==> src/rtl/counter_pkg.sv <==
// ---------------------------------------------------------------------------
// counter_pkg
//   Shared types and defaults for the command-driven counter controller.
//   - cmd_op_e     : command opcodes carried on the command port
//   - ctrl_state_e : controller FSM states
//   - WIDTH_DEFAULT: default width of the count value and period register
// ---------------------------------------------------------------------------
package counter_pkg;

  localparam int WIDTH_DEFAULT = 8;

  typedef enum logic [1:0] {
    OP_LOAD  = 2'd0,
    OP_START = 2'd1,
    OP_PAUSE = 2'd2,
    OP_STOP  = 2'd3
  } cmd_op_e;

  typedef enum logic [1:0] {
    ST_IDLE  = 2'd0,
    ST_RUN   = 2'd1,
    ST_PAUSE = 2'd2
  } ctrl_state_e;

endpackage

==> src/rtl/counter_ctrl_if.sv <==
// ---------------------------------------------------------------------------
// counter_ctrl_if
//   Valid/ready command port between a CSR front end and counter_ctrl.
//   Signals:
//     cmd_valid : command present (sender holds it until accepted)
//     cmd_ready : controller can accept a command this cycle
//     cmd_op    : opcode (LOAD/START/PAUSE/STOP)
//     cmd_data  : period value for LOAD, ignored otherwise
//   Modports:
//     master : command sender (front end)
//     slave  : command receiver (counter_ctrl)
// ---------------------------------------------------------------------------
interface counter_ctrl_if
  import counter_pkg::*;
#(
  parameter int WIDTH = WIDTH_DEFAULT
) ();

  logic             cmd_valid;
  logic             cmd_ready;
  cmd_op_e          cmd_op;
  logic [WIDTH-1:0] cmd_data;

  modport master (
    output cmd_valid,
    output cmd_op,
    output cmd_data,
    input  cmd_ready
  );

  modport slave (
    input  cmd_valid,
    input  cmd_op,
    input  cmd_data,
    output cmd_ready
  );

endinterface

==> src/rtl/counter_ctrl_tick_gen.sv <==
// ---------------------------------------------------------------------------
// tick_gen
//   Prescaler for the counter: while run is high it counts 0..PRESCALE-1 and
//   asserts tick (combinationally) on the cycle it sits at PRESCALE-1, then
//   wraps to 0. It holds its count while run is low; clear forces it to 0.
//   Ports:
//     clk   : clock, rising edge
//     reset : synchronous active-high reset
//     run   : advance the prescaler this cycle
//     clear : return the prescaler to 0 on the next edge
//     tick  : count-tick strobe
//   Parameters:
//     PRESCALE : clock cycles per tick, 1..256 (1 = tick every run cycle)
// ---------------------------------------------------------------------------
module tick_gen #(
  parameter int PRESCALE = 1
) (
  input  logic clk,
  input  logic reset,
  input  logic run,
  input  logic clear,
  output logic tick
);

  // At least one bit so PRESCALE=1 still elaborates; the count then stays 0.
  localparam int            CW   = (PRESCALE > 1) ? $clog2(PRESCALE) : 1;
  localparam logic [CW-1:0] LAST = CW'(PRESCALE - 1);

  logic [CW-1:0] count_reg;

  assign tick = run && (count_reg == LAST);

  always_ff @(posedge clk) begin
    if (reset || clear) begin
      count_reg <= '0;
    end else if (run) begin
      count_reg <= tick ? '0 : count_reg + 1'b1;
    end
  end

endmodule

==> src/rtl/counter_ctrl.sv <==
// ---------------------------------------------------------------------------
// counter_ctrl
//   Command-driven controller around an up-counter with prescaler and
//   terminal-count compare. Commands LOAD/START/PAUSE/STOP arrive on a
//   valid/ready port; a one-cycle done pulse marks the terminal count.
//   Ports:
//     clk     : clock, rising edge
//     reset   : synchronous active-high reset
//     cmd     : command port (counter_ctrl_if.slave)
//     value   : current count
//     busy    : registered, high in RUN or PAUSE
//     done    : registered one-cycle pulse after the terminal tick
//     cmd_err : registered one-cycle pulse after an illegal accepted command
//   Parameters:
//     WIDTH    : width of count value and period register
//     PRESCALE : clock cycles per count tick (1..256)
//   Build option:
//     COUNTER_CTRL_AUTO_RELOAD_EN : when defined, the terminal tick reloads
//     value to 0 and keeps running; otherwise it returns to IDLE with value
//     holding the period.
// ---------------------------------------------------------------------------
module counter_ctrl
  import counter_pkg::*;
#(
  parameter int WIDTH    = WIDTH_DEFAULT,
  parameter int PRESCALE = 1
) (
  input  logic             clk,
  input  logic             reset,
  counter_ctrl_if.slave    cmd,
  output logic [WIDTH-1:0] value,
  output logic             busy,
  output logic             done,
  output logic             cmd_err
);

  ctrl_state_e      state_reg,  state_next;
  logic [WIDTH-1:0] value_reg,  value_next;
  logic [WIDTH-1:0] period_reg, period_next;
  logic             done_reg,   done_next;
  logic             err_reg,    err_next;

  logic accept;
  logic run;
  logic clear;
  logic tick;
  logic terminal;

  // Commands are refused only while done is being presented.
  assign cmd.cmd_ready = !done_reg;
  assign accept        = cmd.cmd_valid && !done_reg;

  // An accepted command owns the cycle: the prescaler stalls and any tick
  // that would have fired is discarded, so command and tick never collide.
  assign run      = (state_reg == ST_RUN) && !accept;
  assign terminal = tick && (value_reg == period_reg);

  tick_gen #(
    .PRESCALE (PRESCALE)
  ) u_tick_gen (
    .clk   (clk),
    .reset (reset),
    .run   (run),
    .clear (clear),
    .tick  (tick)
  );

  always_ff @(posedge clk) begin
    if (reset) begin
      state_reg  <= ST_IDLE;
      value_reg  <= '0;
      period_reg <= '1;
      done_reg   <= 1'b0;
      err_reg    <= 1'b0;
    end else begin
      state_reg  <= state_next;
      value_reg  <= value_next;
      period_reg <= period_next;
      done_reg   <= done_next;
      err_reg    <= err_next;
    end
  end

  always_comb begin
    state_next  = state_reg;
    value_next  = value_reg;
    period_next = period_reg;
    done_next   = 1'b0;
    err_next    = 1'b0;
    clear       = 1'b0;

    if (accept) begin
      case (cmd.cmd_op)
        OP_LOAD: begin
          if (state_reg == ST_RUN) begin
            err_next = 1'b1;
          end else begin
            period_next = cmd.cmd_data;
          end
        end
        OP_START: begin
          state_next = ST_RUN;
          // Resuming from PAUSE keeps value and prescaler phase.
          if (state_reg != ST_PAUSE) begin
            value_next = '0;
            clear      = 1'b1;
          end
        end
        OP_PAUSE: begin
          if (state_reg == ST_RUN) begin
            state_next = ST_PAUSE;
          end else begin
            err_next = 1'b1;
          end
        end
        OP_STOP: begin
          state_next = ST_IDLE;
          value_next = '0;
          clear      = 1'b1;
        end
        default: ;
      endcase
    end else if (tick) begin
      if (terminal) begin
        done_next = 1'b1;
`ifdef COUNTER_CTRL_AUTO_RELOAD_EN
        value_next = '0;
`else
        state_next = ST_IDLE;
`endif
      end else begin
        value_next = value_reg + 1'b1;
      end
    end
  end

  assign value   = value_reg;
  assign busy    = (state_reg != ST_IDLE);
  assign done    = done_reg;
  assign cmd_err = err_reg;

endmodule

==> src/flat_wrapper.sv <==
// flat-port wrapper written by rule: the top's interface ports become plain ports
module counter_ctrl_flat import counter_pkg::*;
#(
  parameter int WIDTH    = WIDTH_DEFAULT,
  parameter int PRESCALE = 1
)
  (clk, reset, value, busy, done, cmd_err, cmd_cmd_valid, cmd_cmd_op, cmd_cmd_data, cmd_cmd_ready);
  counter_ctrl_if #(.WIDTH(WIDTH)) cmd_i ();
  input  logic clk;
  input  logic reset;
  output logic [WIDTH-1:0] value;
  output logic busy;
  output logic done;
  output logic cmd_err;
  input wire logic [$bits(cmd_i.cmd_valid)-1:0] cmd_cmd_valid;
  input wire logic [$bits(cmd_i.cmd_op)-1:0] cmd_cmd_op;
  input wire logic [$bits(cmd_i.cmd_data)-1:0] cmd_cmd_data;
  output wire logic [$bits(cmd_i.cmd_ready)-1:0] cmd_cmd_ready;
  assign cmd_i.cmd_valid = cmd_cmd_valid;
  assign cmd_i.cmd_op = cmd_cmd_op;
  assign cmd_i.cmd_data = cmd_cmd_data;
  assign cmd_cmd_ready = cmd_i.cmd_ready;
  counter_ctrl #(.WIDTH(WIDTH), .PRESCALE(PRESCALE)) u_core (.clk(clk), .reset(reset), .cmd(cmd_i), .value(value), .busy(busy), .done(done), .cmd_err(cmd_err));
endmodule
==> config.mk <==
export PLATFORM = sky130hd
export DESIGN_NAME = counter_ctrl_flat
export DESIGN_NICKNAME = d
export VERILOG_FILES = /design/src/rtl/counter_pkg.sv /design/src/rtl/counter_ctrl_if.sv /design/src/rtl/counter_ctrl_tick_gen.sv /design/src/rtl/counter_ctrl.sv /design/src/flat_wrapper.sv
export SDC_FILE = /design/constraint.sdc
export NUM_CORES = 1
export LEC_CHECK = 0
export ABC_AREA = 0
export BUFFER_PORTS_ARGS = -buffer_cell sky130_fd_sc_hd__buf_2
export CORE_ASPECT_RATIO = 0.75
export CORE_UTILIZATION = 50
export DETAILED_ROUTE_END_ITERATION = 7
export PLACE_DENSITY = 0.81
export RECOVER_POWER = 25
export SYNTH_ARGS = -nofsm -noshare
export SYNTH_HDL_FRONTEND = slang
export SYNTH_SLANG_ARGS = --single-unit
==> constraint.sdc <==
create_clock -name clk -period 2.09 [get_ports clk]
set_input_delay 0.418 -clock clk [delete_from_list [all_inputs] [get_ports clk]]
set_output_delay 0.418 -clock clk [all_outputs]
set_load 0.05 [all_outputs]
# Word-level counts from Yosys, hierarchy flattened
# Index checks and enable logic that the tools add are counted.
dict set report op_classes {
  bitwise 4
  addsub 2
  muxes 18
  eq_ne 11
  n_reduce_logical 16
}
# operator n
set ops {}
lappend ops {{8-bit two-way mux} 4}
lappend ops {{8-bit case mux with 2 select lines} 1}
lappend ops {{3-bit inequality test, second input constant} 3}
lappend ops {{8-bit by 1-bit adder with 8-bit output, second input constant} 1}
lappend ops {{8-bit == test} 1}
lappend ops {{2-bit two-way mux} 4}
lappend ops {{4-bit AND reduction} 2}
lappend ops {{1-bit two-way mux} 6}
lappend ops {{2-bit case mux with 3 select lines} 1}
lappend ops {{2-bit nonzero test} 3}
lappend ops {{2-bit by 1-bit == test with 1-bit output, second input constant} 2}
lappend ops {{2-bit == test, second input constant} 2}
lappend ops {{1-bit logical AND} 4}
lappend ops {{4-bit inequality test, second input constant} 1}
lappend ops {{1-bit NOT} 4}
lappend ops {{1-bit case mux with 2 select lines} 2}
lappend ops {{3-bit AND reduction} 1}
lappend ops {{3-bit OR reduction} 1}
lappend ops {{1-bit zero test} 2}
lappend ops {{2-bit zero test} 1}
lappend ops {{2-bit by 1-bit inequality test with 1-bit output, second input constant} 1}
lappend ops {{2-bit inequality test, second input constant} 1}
lappend ops {{2-bit OR reduction} 1}
lappend ops {{1-bit adder, second input constant} 1}
lappend ops {{1-bit logical OR} 1}
dict set report totals {
  out_inout_bits 12
  word_cells 57
  input_bits 13
  ff_bits 21
}

# Depth between registers and ports, before layout
dict set report logic_depth {
  word_depth 9
  mapped_depth 7
  ltp_nobuf 7
}

# By module
# From an unflattened synthesis, not the netlist that was laid out.
dict set report hier_totals {
  hier_cells 132
  area_unflattened_um2 1133.6
}
# mod cells_per_inst n_inst seq_area_each_um2 area_each_um2
set by_module_without_submodules {}
lappend by_module_without_submodules {counter_ctrl 129 1 400.4 1092.3}
lappend by_module_without_submodules {tick_gen 3 1 20.0 41.3}

# Worst setup path after synthesis
# No wires, ideal clock.
dict set report synth_path {
  path_type {register to register}
  start {reg u_core.done_reg (netlist: u_core.done)}
  end {reg u_core.value_reg[2] (netlist: u_core.value[2])}
  stages_incl_launch_ff 7
  setup_time_ns 0.065
  t_arrival_ns 1.935
  n_path_buf 1
  path_slack_ns 0.091
  period_less_slack_ns 1.999
  required_time_ns 2.025
  path_cell_list {dfxtp_1 nor2b_1 or3_1 buf_6 a211oi_1 mux2_2 nor2_1}
}
dict set report synth_via {
  elab_chain_len 8
  word_cells_on_any_way 12
  cone_classes {eq/ne: 3; mux: 1; reduce/logical: 8}
}
# item line_no
set synth_rtl {}
lappend synth_rtl {{start: declaration} counter_ctrl.sv:40} ;# logic done_reg, done_next;
lappend synth_rtl {{start signal: assignment} counter_ctrl.sv:79} ;# done_reg <= done_next;
lappend synth_rtl {{1-bit zero test (*)} counter_ctrl.sv:51} ;# assign accept = cmd.cmd_valid && !done_reg;
lappend synth_rtl {{1-bit logical AND (*)} counter_ctrl.sv:51}
lappend synth_rtl {{1-bit zero test} counter_ctrl.sv:55} ;# assign run = (state_reg == ST_RUN) && !accept;
lappend synth_rtl {{1-bit logical AND} counter_ctrl.sv:55}
lappend synth_rtl {{1-bit logical AND} counter_ctrl_tick_gen.sv:31} ;# assign tick = run && (count_reg == LAST);
lappend synth_rtl {{1-bit logical AND} counter_ctrl.sv:56} ;# assign terminal = tick && (value_reg == period_reg);
lappend synth_rtl {{2-bit by 1-bit inequality test with 1-bit output (no line)} n/a}
lappend synth_rtl {{4-bit AND reduction (no line)} n/a}
lappend synth_rtl {{end signal: assignment} counter_ctrl.sv:77} ;# value_reg <= value_next;
lappend synth_rtl {{end: declaration} counter_ctrl.sv:38} ;# logic [WIDTH-1:0] value_reg, value_next;
# Mark *: on every way between the ends. The rest lies on a longest branch, timed or not.
# A chain may end at the register's enable or synchronous reset.

# Final worst setup path
dict set report layout_path {
  start {reg u_core.state_reg[0]}
  end {reg u_core.value_reg[2] (netlist: u_core.value[2])}
}
dict set report layout_via {
  elab_chain_len 6
  word_cells_on_any_way 9
  cone_classes {eq/ne: 4; reduce/logical: 5}
}
# item line_no
set layout_rtl {}
lappend layout_rtl {{start: declaration} counter_ctrl.sv:37} ;# ctrl_state_e state_reg, state_next;
lappend layout_rtl {{start signal: assignment} counter_ctrl.sv:76} ;# state_reg <= state_next;
lappend layout_rtl {{2-bit by 1-bit == test with 1-bit output} counter_ctrl.sv:55}
lappend layout_rtl {{1-bit logical AND} counter_ctrl.sv:55}
lappend layout_rtl {{1-bit logical AND} counter_ctrl_tick_gen.sv:31}
lappend layout_rtl {{1-bit logical AND} counter_ctrl.sv:56}
lappend layout_rtl {{2-bit by 1-bit inequality test with 1-bit output (no line)} n/a}
lappend layout_rtl {{4-bit AND reduction (no line) (*)} n/a}
# Marks and branches as above.

==> results.txt <==
setup tns final: 0 ns
Synth Net Count: 155
min Tclk post-route: 1.842 ns
hold buffers post-CTS: 0
1st-iter DRT viols: 22
Arr. time, crit path: 2.09 ns
IO Pins: 25
Slew @ Worst Pin: 0.5930 ns
Avg Inst Size Synth: 8.859 um2
placed standard-cell area: 1338 um2
Port Buf Inserts: 24
routed wire length: 2560 um
Crit. End Element: flop
fraction of registers with async set/reset: 0
number of cells produced by synthesis: 137
initial antenna violation count: 0
Total Nets Final: 180
layout cells sized above 1: 0.1863
Final Hold Vio Count: 0
Pre-antenna DRT Iters: 4
clock latency on the worst-skew pair: 0.32 ns
vias per std cell: 5.518
power per cell area: 539.5 nW/um2
worst-path fanout max: 7
chip width: 58.89 um
setup bufs post-CTS: 0
final period utilization: 0.8814
DRC: 0
first-pass GRT wire length: 4140 um
top cell type's share of synthesized area: 0.3464
Max clock buf depth: 2
Filler Cells Inserted: 218
drt wl/cell: 13.13 um
FP Rows: 15
vias in the first global route: 978
Critical Path RT: 2.34 ns
Final Setup Violations: 0
CP startpoint kind: flop
Post-DP HPWL: 1875 um
#FFs+latches synth: 21
maxcap violations: 0
Netlist cell types: 37
CP peak stage delay: 0.47 ns
Max-slew headroom: 0.6063
cell breakdown of the critical path: nand2b_4, or3_1, a211oi_1, mux2_2, nor2_1
crit path kind: flop to flop
RSZ-0062 raised after global routing: no
Leak: 0.5856 nW
via count: 1076
Clock Skew: 0.01350 ns
sequential area share after synthesis: 0.3464
Cell Area, Synth: 1214 um2
Hold WS: 0.3134 ns
Area growth syn-to-layout: 11.75%
# resized after CTS: 0
number of synthesized flops with an enable pin: 0
register area: 420.4 um2
top-count cell post-synth: nand2_1
n_diodes: 0
Top FF cell, synth: dfxtp_1
Total GRT Usage: 0.2144
top post-synthesis cells by area: dfxtp_1 (35%), nand3b_1 (8.7%), nand2_1 (6.8%)
CTS H-tree depth: 1
status: complete, no violations
hold crit path type: input pin to flop
Root Buffer: clkbuf_4
cts bufs inserted: 3
clock slew seen by the registers of the worst setup and hold paths: 0.10 ns
Final Max Tran Viols: 0
Initial Util: 0.5301
critical path's slowest cell: dfxtp_1
CTS tree: built
Die H: 44.67 um
cell area after layout: 1356 um2
multi-input combinational cell area: 720.7 um2
Max Fclk: 542.8 MHz
Synth warnings: 0
area leader, netlist: dfxtp_1
largest net degree at the start of global routing: 23
core box area: 2290 um2
placer's final routability congestion estimate: 0.8546
grt ovf: 0
post-route ant nets: 0
Max IR drop VDD: 0.3458 mV
Die ar.: 2630 um2
most common library cells after synthesis: nand2_1 (22), dfxtp_1 (21), nand3b_1 (14), xor2_1 (8), a21oi_1 (7)
Sink Count: 21
[where the power goes]
group	leakage (nW)	total, mW	internal, mW	switching (mW)
registers	0.171	0.421	0.412	0.00987
logic	0.400	0.109	0.0433	0.0660
clock network	0.0150	0.201	0.0748	0.126
total	0.586	0.732	0.530	0.202
[cells by family after synthesis]
logic type / Yosys count / synth area share
xor+xnor: 8 / 0.05773
simple gates: 67 / 0.3340
compound gates: 22 / 0.1247
fa+ha+maj: 5 / 0.05155
buf+inv: 11 / 0.05979
flops: 21 / 0.3464
mux: 3 / 0.02577
[critical path: cells and delay by family (launching register included)]
family           cells  cell delay (ns)
AO/OA/AOI/OAI        1             0.29
AND/OR/NAND/NOR      3             0.63
multiplexers         1             0.38
flip-flops           1             0.47
[cell type report]
cell class,instances,area share
clock buffer,4,0.01937
sequential,21,0.3100
tap,34,0.03137
timing repair buffer,26,0.09410
multi-input combinational,105,0.5314
inverter,5,0.01384
[layout by cell type, fill, tap and decap left out, drive strengths merged, types with 3 or more instances in the layout]
cell type,netlist,routed
dfxtp,21,21
inv,5,5
a21oi,8,8
o21ai,3,3
clkbuf,2,10
ha,5,5
and3,3,3
nand3,4,4
nor2,4,4
xor2,8,8
nand3b,14,14
nand2b,4,4
nor3,6,6
nand2,22,22
buf,3,20
[worst paths after layout]
kind,cells past startpoint,slack (ns),start,end
hold / removal,3,0.31,cmd_cmd_data[5],u_core.period_reg[5]
hold reg to reg,2,0.49,u_core.period_reg[4],u_core.period_reg[4]
setup reg to reg,5,0.25,u_core.state_reg[0],u_core.value[2]
setup / recovery,5,0.25,u_core.state_reg[0],u_core.value[2]
[per-layer routing]
metal / GRT usage / routed length [um]
met1: 0.2630 / 1249
met2: 0.3545 / 1108
met3: 0.05263 / 141
met4: 0.1048 / 61
met5: 0 / 0
[per-stage QoR]
step / utilization / power (mW) / cells / setup WS (ns)
after floorplan: - / 0.5123 / 137 / 0.09088
after global placement: 0.5842 / 0.5349 / 191 / 0.1824
after detailed placement: 0.5842 / 0.5387 / 191 / 0.05477
after CTS: 0.5956 / 0.7342 / 195 / 0.2579
after global routing: 0.5924 / 0.7606 / 195 / 0.2013
final: 0.5924 / 0.7317 / 195 / 0.2478
No activity file was read; power rests on OpenSTA's default activity.
